### src/rtl/uart_alu_pkg.sv
// Shared types and constants for the uart_alu_proc packet ALU stage.
// Multiply support is selected by UART_ALU_MUL_EN in the files that use this package.
package uart_alu_pkg;

    typedef enum logic [2:0] {
        StOpcode,
        StRsv,
        StLenLo,
        StLenHi,
        StEcho,
        StOperand,
        StDrain,
        StResult
    } state_e;

    localparam logic [7:0]  OpEcho      = 8'hEC;
    localparam logic [7:0]  OpAdd       = 8'hAD;
    localparam logic [7:0]  OpMul       = 8'h88;
    localparam logic [15:0] HeaderBytes = 16'd4;

    // Lengths shorter than the header behave as a header-only packet.
    function automatic logic [15:0] payload_len(input logic [15:0] total_len);
        if (total_len < HeaderBytes) begin
            return 16'd0;
        end
        return total_len - HeaderBytes;
    endfunction

endpackage

### src/rtl/uart_alu_acc32.sv
// 32-bit accumulator: assembles little-endian operand words and folds them with add or multiply.
// The multiplier exists only when UART_ALU_MUL_EN is defined.
module alu_acc32
    import uart_alu_pkg::*;
(
    input  logic        clk_i,
    input  logic        rst_i,
    input  logic        load_i,
    input  logic        step_i,
    input  logic        first_i,
    input  logic        op_mul_i,
    input  logic [7:0]  data_i,
    output logic [31:0] acc_o,
    output logic        word_done_o
);

    logic [1:0]  lane_q;
    logic [23:0] word_q;
    logic [31:0] acc_q;
    logic [31:0] word;
    logic [31:0] folded;

    assign word        = {data_i, word_q};
    assign word_done_o = step_i && (lane_q == 2'd3);
    assign acc_o       = acc_q;

`ifdef UART_ALU_MUL_EN
    always_comb begin
        folded = acc_q + word;
        if (op_mul_i) begin
            folded = acc_q * word;
        end
    end
`else
    logic unused_op_mul;
    assign unused_op_mul = op_mul_i;

    always_comb begin
        folded = acc_q + word;
    end
`endif

    always_ff @(posedge clk_i) begin
        if (rst_i) begin
            lane_q <= 2'd0;
            word_q <= 24'd0;
            acc_q  <= 32'd0;
        end else if (load_i) begin
            lane_q <= 2'd0;
            acc_q  <= 32'd0;
        end else if (step_i) begin
            lane_q <= lane_q + 2'd1;
            case (lane_q)
                2'd0:    word_q[7:0]   <= data_i;
                2'd1:    word_q[15:8]  <= data_i;
                2'd2:    word_q[23:16] <= data_i;
                default: acc_q         <= first_i ? word : folded;
            endcase
        end
    end

endmodule

### src/rtl/uart_alu_proc.sv
// Packet ALU between UART rx and tx: parses a 4-byte header, then echoes, drains or reduces the payload.
// Define UART_ALU_MUL_EN to decode opcode 0x88 as mul32.
//
// state     | meaning
// StOpcode  | waiting for opcode byte
// StRsv     | skipping reserved byte
// StLenLo   | capturing length LSB
// StLenHi   | capturing length MSB, choosing payload handling
// StEcho    | forwarding payload bytes through a one-deep tx buffer
// StOperand | folding payload words into the accumulator
// StDrain   | discarding payload of an unknown opcode
// StResult  | sending the four accumulator bytes, LSB first
module uart_alu_proc #(
    parameter int datawidth_p = 8
) (
    input  logic                   clk_i,
    input  logic                   rst_i,
    input  logic [datawidth_p-1:0] rx_data_i,
    input  logic                   rx_valid_i,
    output logic                   rx_ready_o,
    output logic [datawidth_p-1:0] tx_data_o,
    output logic                   tx_valid_o,
    input  logic                   tx_ready_i
);
    import uart_alu_pkg::*;

    state_e                 state_q, state_d;
    logic                   rx_ready_q, rx_ready_d;
    logic                   tx_valid_q, tx_valid_d;
    logic [datawidth_p-1:0] tx_data_q, tx_data_d;
    logic [15:0]            remaining_q, remaining_d;
    logic [7:0]             opcode_q, opcode_d;
    logic [7:0]             len_lo_q, len_lo_d;
    logic [1:0]             res_idx_q, res_idx_d;
    logic                   first_q;
    logic [15:0]            pay_len;
    logic                   rx_fire, tx_fire;
    logic                   is_echo, is_mul, is_arith;
    logic                   acc_load, acc_step, word_done;
    logic [31:0]            acc;
    logic [7:0]             result_byte;

    assign rx_fire = rx_valid_i && rx_ready_q;
    assign tx_fire = tx_valid_q && tx_ready_i;

    assign is_echo = (opcode_q == OpEcho);
`ifdef UART_ALU_MUL_EN
    assign is_mul = (opcode_q == OpMul);
`else
    assign is_mul = 1'b0;
`endif
    assign is_arith = (opcode_q == OpAdd) || is_mul;

    alu_acc32 u_acc (
        .clk_i       (clk_i),
        .rst_i       (rst_i),
        .load_i      (acc_load),
        .step_i      (acc_step),
        .first_i     (first_q),
        .op_mul_i    (is_mul),
        .data_i      (rx_data_i),
        .acc_o       (acc),
        .word_done_o (word_done)
    );

    always_comb begin
        state_d     = state_q;
        tx_valid_d  = tx_valid_q;
        tx_data_d   = tx_data_q;
        remaining_d = remaining_q;
        opcode_d    = opcode_q;
        len_lo_d    = len_lo_q;
        res_idx_d   = res_idx_q;
        acc_load    = 1'b0;
        acc_step    = 1'b0;
        pay_len     = payload_len({rx_data_i, len_lo_q});

        case (state_q)
            StOpcode: begin
                if (rx_fire) begin
                    opcode_d = rx_data_i;
                    state_d  = StRsv;
                end
            end
            StRsv: begin
                if (rx_fire) begin
                    state_d = StLenLo;
                end
            end
            StLenLo: begin
                if (rx_fire) begin
                    len_lo_d = rx_data_i;
                    state_d  = StLenHi;
                end
            end
            StLenHi: begin
                if (rx_fire) begin
                    remaining_d = pay_len;
                    acc_load    = 1'b1;
                    res_idx_d   = 2'd0;
                    if (pay_len == 16'd0) begin
                        if (is_arith) begin
                            state_d    = StResult;
                            tx_valid_d = 1'b1;
                        end else begin
                            state_d = StOpcode;
                        end
                    end else if (is_echo) begin
                        state_d = StEcho;
                    end else if (is_arith) begin
                        state_d = StOperand;
                    end else begin
                        state_d = StDrain;
                    end
                end
            end
            StEcho: begin
                // rx is only ready while the tx buffer is empty, so both never fire together
                if (rx_fire) begin
                    tx_data_d   = rx_data_i;
                    tx_valid_d  = 1'b1;
                    remaining_d = remaining_q - 16'd1;
                end else if (tx_fire) begin
                    tx_valid_d = 1'b0;
                    if (remaining_q == 16'd0) begin
                        state_d = StOpcode;
                    end
                end
            end
            StOperand: begin
                if (rx_fire) begin
                    acc_step    = 1'b1;
                    remaining_d = remaining_q - 16'd1;
                    if (remaining_q == 16'd1) begin
                        state_d    = StResult;
                        tx_valid_d = 1'b1;
                    end
                end
            end
            StDrain: begin
                if (rx_fire) begin
                    remaining_d = remaining_q - 16'd1;
                    if (remaining_q == 16'd1) begin
                        state_d = StOpcode;
                    end
                end
            end
            StResult: begin
                if (tx_fire) begin
                    if (res_idx_q == 2'd3) begin
                        tx_valid_d = 1'b0;
                        state_d    = StOpcode;
                    end else begin
                        res_idx_d = res_idx_q + 2'd1;
                    end
                end
            end
            default: state_d = StOpcode;
        endcase
    end

    // Ready is registered from the upcoming state so it never depends on inputs combinationally.
    always_comb begin
        rx_ready_d = 1'b1;
        case (state_d)
            StEcho:   rx_ready_d = !tx_valid_d;
            StResult: rx_ready_d = 1'b0;
            default:  rx_ready_d = 1'b1;
        endcase
    end

    always_comb begin
        result_byte = acc[7:0];
        case (res_idx_q)
            2'd1:    result_byte = acc[15:8];
            2'd2:    result_byte = acc[23:16];
            2'd3:    result_byte = acc[31:24];
            default: result_byte = acc[7:0];
        endcase
    end

    assign tx_data_o  = (state_q == StResult) ? result_byte : tx_data_q;
    assign tx_valid_o = tx_valid_q;
    assign rx_ready_o = rx_ready_q;

    always_ff @(posedge clk_i) begin
        if (rst_i) begin
            state_q     <= StOpcode;
            rx_ready_q  <= 1'b0;
            tx_valid_q  <= 1'b0;
            tx_data_q   <= '0;
            remaining_q <= 16'd0;
            opcode_q    <= 8'd0;
            len_lo_q    <= 8'd0;
            res_idx_q   <= 2'd0;
            first_q     <= 1'b0;
        end else begin
            state_q     <= state_d;
            rx_ready_q  <= rx_ready_d;
            tx_valid_q  <= tx_valid_d;
            tx_data_q   <= tx_data_d;
            remaining_q <= remaining_d;
            opcode_q    <= opcode_d;
            len_lo_q    <= len_lo_d;
            res_idx_q   <= res_idx_d;
            if (acc_load) begin
                first_q <= 1'b1;
            end else if (word_done) begin
                first_q <= 1'b0;
            end
        end
    end

endmodule

### config.mk
export PLATFORM = sky130hd
export DESIGN_NAME = uart_alu_proc
export DESIGN_NICKNAME = d
export VERILOG_FILES = /design/src/rtl/uart_alu_pkg.sv /design/src/rtl/uart_alu_acc32.sv /design/src/rtl/uart_alu_proc.sv
export SDC_FILE = /design/constraint.sdc
export NUM_CORES = 1
export LEC_CHECK = 0
export ABC_AREA = 0
export CELL_PAD_IN_SITES_DETAIL_PLACEMENT = 0
export CELL_PAD_IN_SITES_GLOBAL_PLACEMENT = 1
export CORE_ASPECT_RATIO = 2
export CORE_MARGIN = 2
export CORE_UTILIZATION = 50
export DETAILED_ROUTE_END_ITERATION = 8
export GPL_TIMING_DRIVEN = 0
export HOLD_SLACK_MARGIN = 0.06
export PLACE_DENSITY = 0.84
export SYNTH_ARGS = -nofsm -noshare
export SYNTH_HDL_FRONTEND = slang
export SYNTH_SLANG_ARGS = --single-unit
### constraint.sdc
create_clock -name clk_i -period 5.25 [get_ports clk_i]
set_input_delay 1.05 -clock clk_i [delete_from_list [all_inputs] [get_ports clk_i]]
set_output_delay 1.05 -clock clk_i [all_outputs]
set_load 0.01 [all_outputs]
==> flow_metrics.env <==
export IMPL_placed_area_um2=7530
export IMPL_cts_root_buf="clkbuf_16"
export IMPL_start_util=0.510
export IMPL_p_per_area_nw_per_um2=203
export IMPL_ys_ff_latch=106
export IMPL_drc=0
export IMPL_holdPathStages=2
export IMPL_ys_seq_area_frac=0.300
export IMPL_via_count=7330
export IMPL_critPathLaunchType="input pin"
export IMPL_finalSetupTns_ps=0
export IMPL_cts_sinks=106
export IMPL_ios=22
export IMPL_instances_no_fill=1174
export IMPL_layout_min_cycle_time_ps=4310
export IMPL_clkLatencyLatePin_ps=360
export IMPL_drt_wirelength_per_cell_um=20.8
export IMPL_cp_max_fo=10
export IMPL_viasPerCell=6.24
export IMPL_place_congestion=0.963
export IMPL_yosysUniqueCellTypes=67
export IMPL_ff2ff_path_depth=12
export IMPL_grt_pass1_vias=7407
export IMPL_grt_setup_unrepaired="false"
export IMPL_skew_ps=11.7
export IMPL_placed_cells=1158
export IMPL_die_h_um=172
export IMPL_r2r_end="u_acc.acc_o[30]"
export IMPL_crit_required_ps=5480
export IMPL_netlist_instances=948
export IMPL_drt_pass1_iterations=6
export IMPL_final_hold_viol_count=0
export IMPL_grtUsageTotal=0.334
export IMPL_reg2reg_from="u_acc.acc_o[0]"
export IMPL_holdCritStartpoint="opcode_q[2]"
export IMPL_portBuffers=21
export IMPL_postCtsSetupRepairBufs=0
export IMPL_area_growth_pct=10.2
export IMPL_grt_pass1_wl_um=38400
export IMPL_cts_buffer_depth=2
export IMPL_grt_max_degree=18
export IMPL_syn_area_per_cell_um2=7.47
export IMPL_hp_class="register to register"
export IMPL_die_x_um=88.1
export IMPL_peakVddDrop_v=0.000176
export IMPL_regToRegSetupSlack_ps=1440
export IMPL_postLayoutCellArea_um2=7800
export IMPL_cts_hold_buf=0
export IMPL_drive_above_1_share=0.0376
export IMPL_num_rows=61
export IMPL_cts_made_buffers=9
export IMPL_worstPathArrival_ps=4540
export IMPL_cts_tree="done"
export IMPL_layout_nets=1035
export IMPL_ys_warnings_count=0
export IMPL_worstSetupPathType="input pin to register"
export IMPL_diodes=0
export IMPL_pre_cts_ws_ps=601
export IMPL_coreArea_um2=13900
export IMPL_tightest_slew_ps=1080
export IMPL_status="complete, no violations"
export IMPL_synthFlopType="dfxtp_1"
export IMPL_p_leak_nw=2.87
export IMPL_synthArstFlopShare=0
export IMPL_totalWireLength_um=24400
export IMPL_power_mw=1.58
export IMPL_antenna_found_initial=0
export IMPL_ctsHtreeMaxLevel=3
export IMPL_synth_fp_nets=1003
export IMPL_gr_total_overflow=0
export IMPL_hold_end="opcode_q[2]"
export IMPL_synthesis_area_um2=7080
export IMPL_fillers=1394
export IMPL_fin_ws_ps=937
export IMPL_ant_nets=0
export IMPL_die_area_um2=15200
export IMPL_timing_slew_headroom=0.268
export IMPL_finalSetupViolCount=0
export IMPL_drtIter0Drc=440
export IMPL_report_final_slew_viol_count=0
export IMPL_cts_resized=0
export IMPL_cap_viol_max_count=0
export IMPL_synth_edf_count=0
export IMPL_fin_crit_sh=0.821
export IMPL_critPathCaptureType="register"
export IMPL_max_freq_mhz=232
export IMPL_hpwlAfterDp_um=19200
export IMPL_clk_pin_slew_ps=70
-- logic make-up after synthesis --
logic type,share of synthesized area
adders and majority gates,0.0771
xor gates and xnor gates,0.0334
buffers and inverters,0.0493
AOI/OAI and AO/OA,0.255
and+or+nand+nor,0.247
DFF,0.300
muxes,0.0385
-- report_power, final --
part,internal [mW],switching [mW]
sequential,0.809,0.00429
clock,0.322,0.323
combinational,0.0394,0.0829
total,1.17,0.410
-- state kept, by name (all words and copies together) (netlist names) --
| signal | flops |
|---|---|
| u_acc.lane_q | 2 |
| u_acc.acc_o | 32 |
| tx_data_q | 8 |
| remaining_q | 16 |
| rx_ready_o | 1 |
| first_q | 1 |
| opcode_q | 8 |
| tx_valid_o | 1 |
| res_idx_q | 2 |
| state_q | 3 |
| len_lo_q | 8 |
| u_acc.word_q | 24 |
-- critical path, stage by stage --
cell             delay, ps
clkdlybuf4s50_1        460
clkbuf_1               400
nor4_1                 550
and4_1                 370
a31oi_1                 80
a2111oi_2              820
o21ai_0                250
nor3_2                 260
and4b_1                250
nor3_2                  50
-- metal layers --
layer | global-route usage | wire (µm)
met1 | 0.326 | 8580
met2 | 0.619 | 13000
met3 | 0.0449 | 1050
met4 | 0.238 | 1850
met5 | 0 | 0
-- worst max-delay path by stage --
| stage | end | start | cells past startpoint |
|---|---|---|---|
| global placement | rx_ready_o | rx_data_i[1] | 10 |
| detailed placement | rx_ready_o | rx_data_i[1] | 10 |
| global route | rx_ready_o | rx_data_i[1] | 10 |
| floorplan | rx_ready_o | rx_data_i[1] | 9 |
| finish | rx_ready_o | rx_data_i[1] | 10 |
| CTS | rx_ready_o | rx_data_i[1] | 10 |
-- synthesized netlist by cell type (6+ instances only) --
cell type,instances,area (µm²)
a211oi_1,11,82.6
a21o_1,8,60.1
a21oi_1,117,586
a222oi_1,8,80.1
a22oi_1,6,45.0
a31oi_1,11,68.8
and2_1,8,50.1
and3_1,6,37.5
clkbuf_1,57,214
dfxtp_1,106,2120
ha_1,42,526
inv_1,21,78.8
mux2i_1,25,250
nand2_1,97,364
nand2b_1,9,56.3
nand3_1,49,245
nor2_1,93,349
nor2b_1,12,75.1
nor3_1,34,170
nor3b_1,6,45.0
nor4_1,8,50.1
o211ai_1,13,97.6
o21a_1,8,60.1
o21ai_0,70,350
o22ai_1,6,37.5
or3_1,9,56.3
xnor2_1,13,114
xor2_1,14,123
-- per-stage QoR --
| step | util | hold WS, ps |
|---|---|---|
| 2_1_floorplan | - | 431 |
| 3_3_place_gp | 0.542 | 447 |
| 3_5_place_dp | 0.542 | 455 |
| 4_1_cts | 0.561 | 464 |
| 5_1_grt | 0.562 | 473 |
| 6_report | 0.562 | 465 |
-- final cells by class --
cell class | count | area [µm²] | area share
Clock inverter | 6 | 43.8 | 0.00561
Tap cell | 189 | 236 | 0.0303
Buffer | 67 | 270 | 0.0346
Sequential cell | 106 | 2120 | 0.272
Timing Repair Buffer | 21 | 210 | 0.0269
Multi-Input combinational cell | 754 | 4610 | 0.591
Clock buffer | 10 | 229 | 0.0293
Inverter | 21 | 78.8 | 0.0101
-- cells in the final DEF, fill, tap and decap left out, types with 8 or more instances in the layout --
cell type / count
a222oi_1: 8
nor3_1: 33
nor2_1: 93
ha_1: 42
mux2i_1: 25
o211ai_1: 13
nand3_1: 49
clkdlybuf4s50_1: 21
a31oi_1: 11
clkbuf_16: 9
a21oi_1: 117
nand2b_1: 9
or3_1: 9
dfxtp_1: 106
nand2_1: 97
xnor2_1: 13
o21a_1: 8
and2_1: 8
xor2_1: 14
nor4_1: 8
a21o_1: 8
clkbuf_1: 58
nor2b_1: 12
inv_1: 21
o21ai_0: 70
a211oi_1: 11
Power figures use the tool's default switching activity.
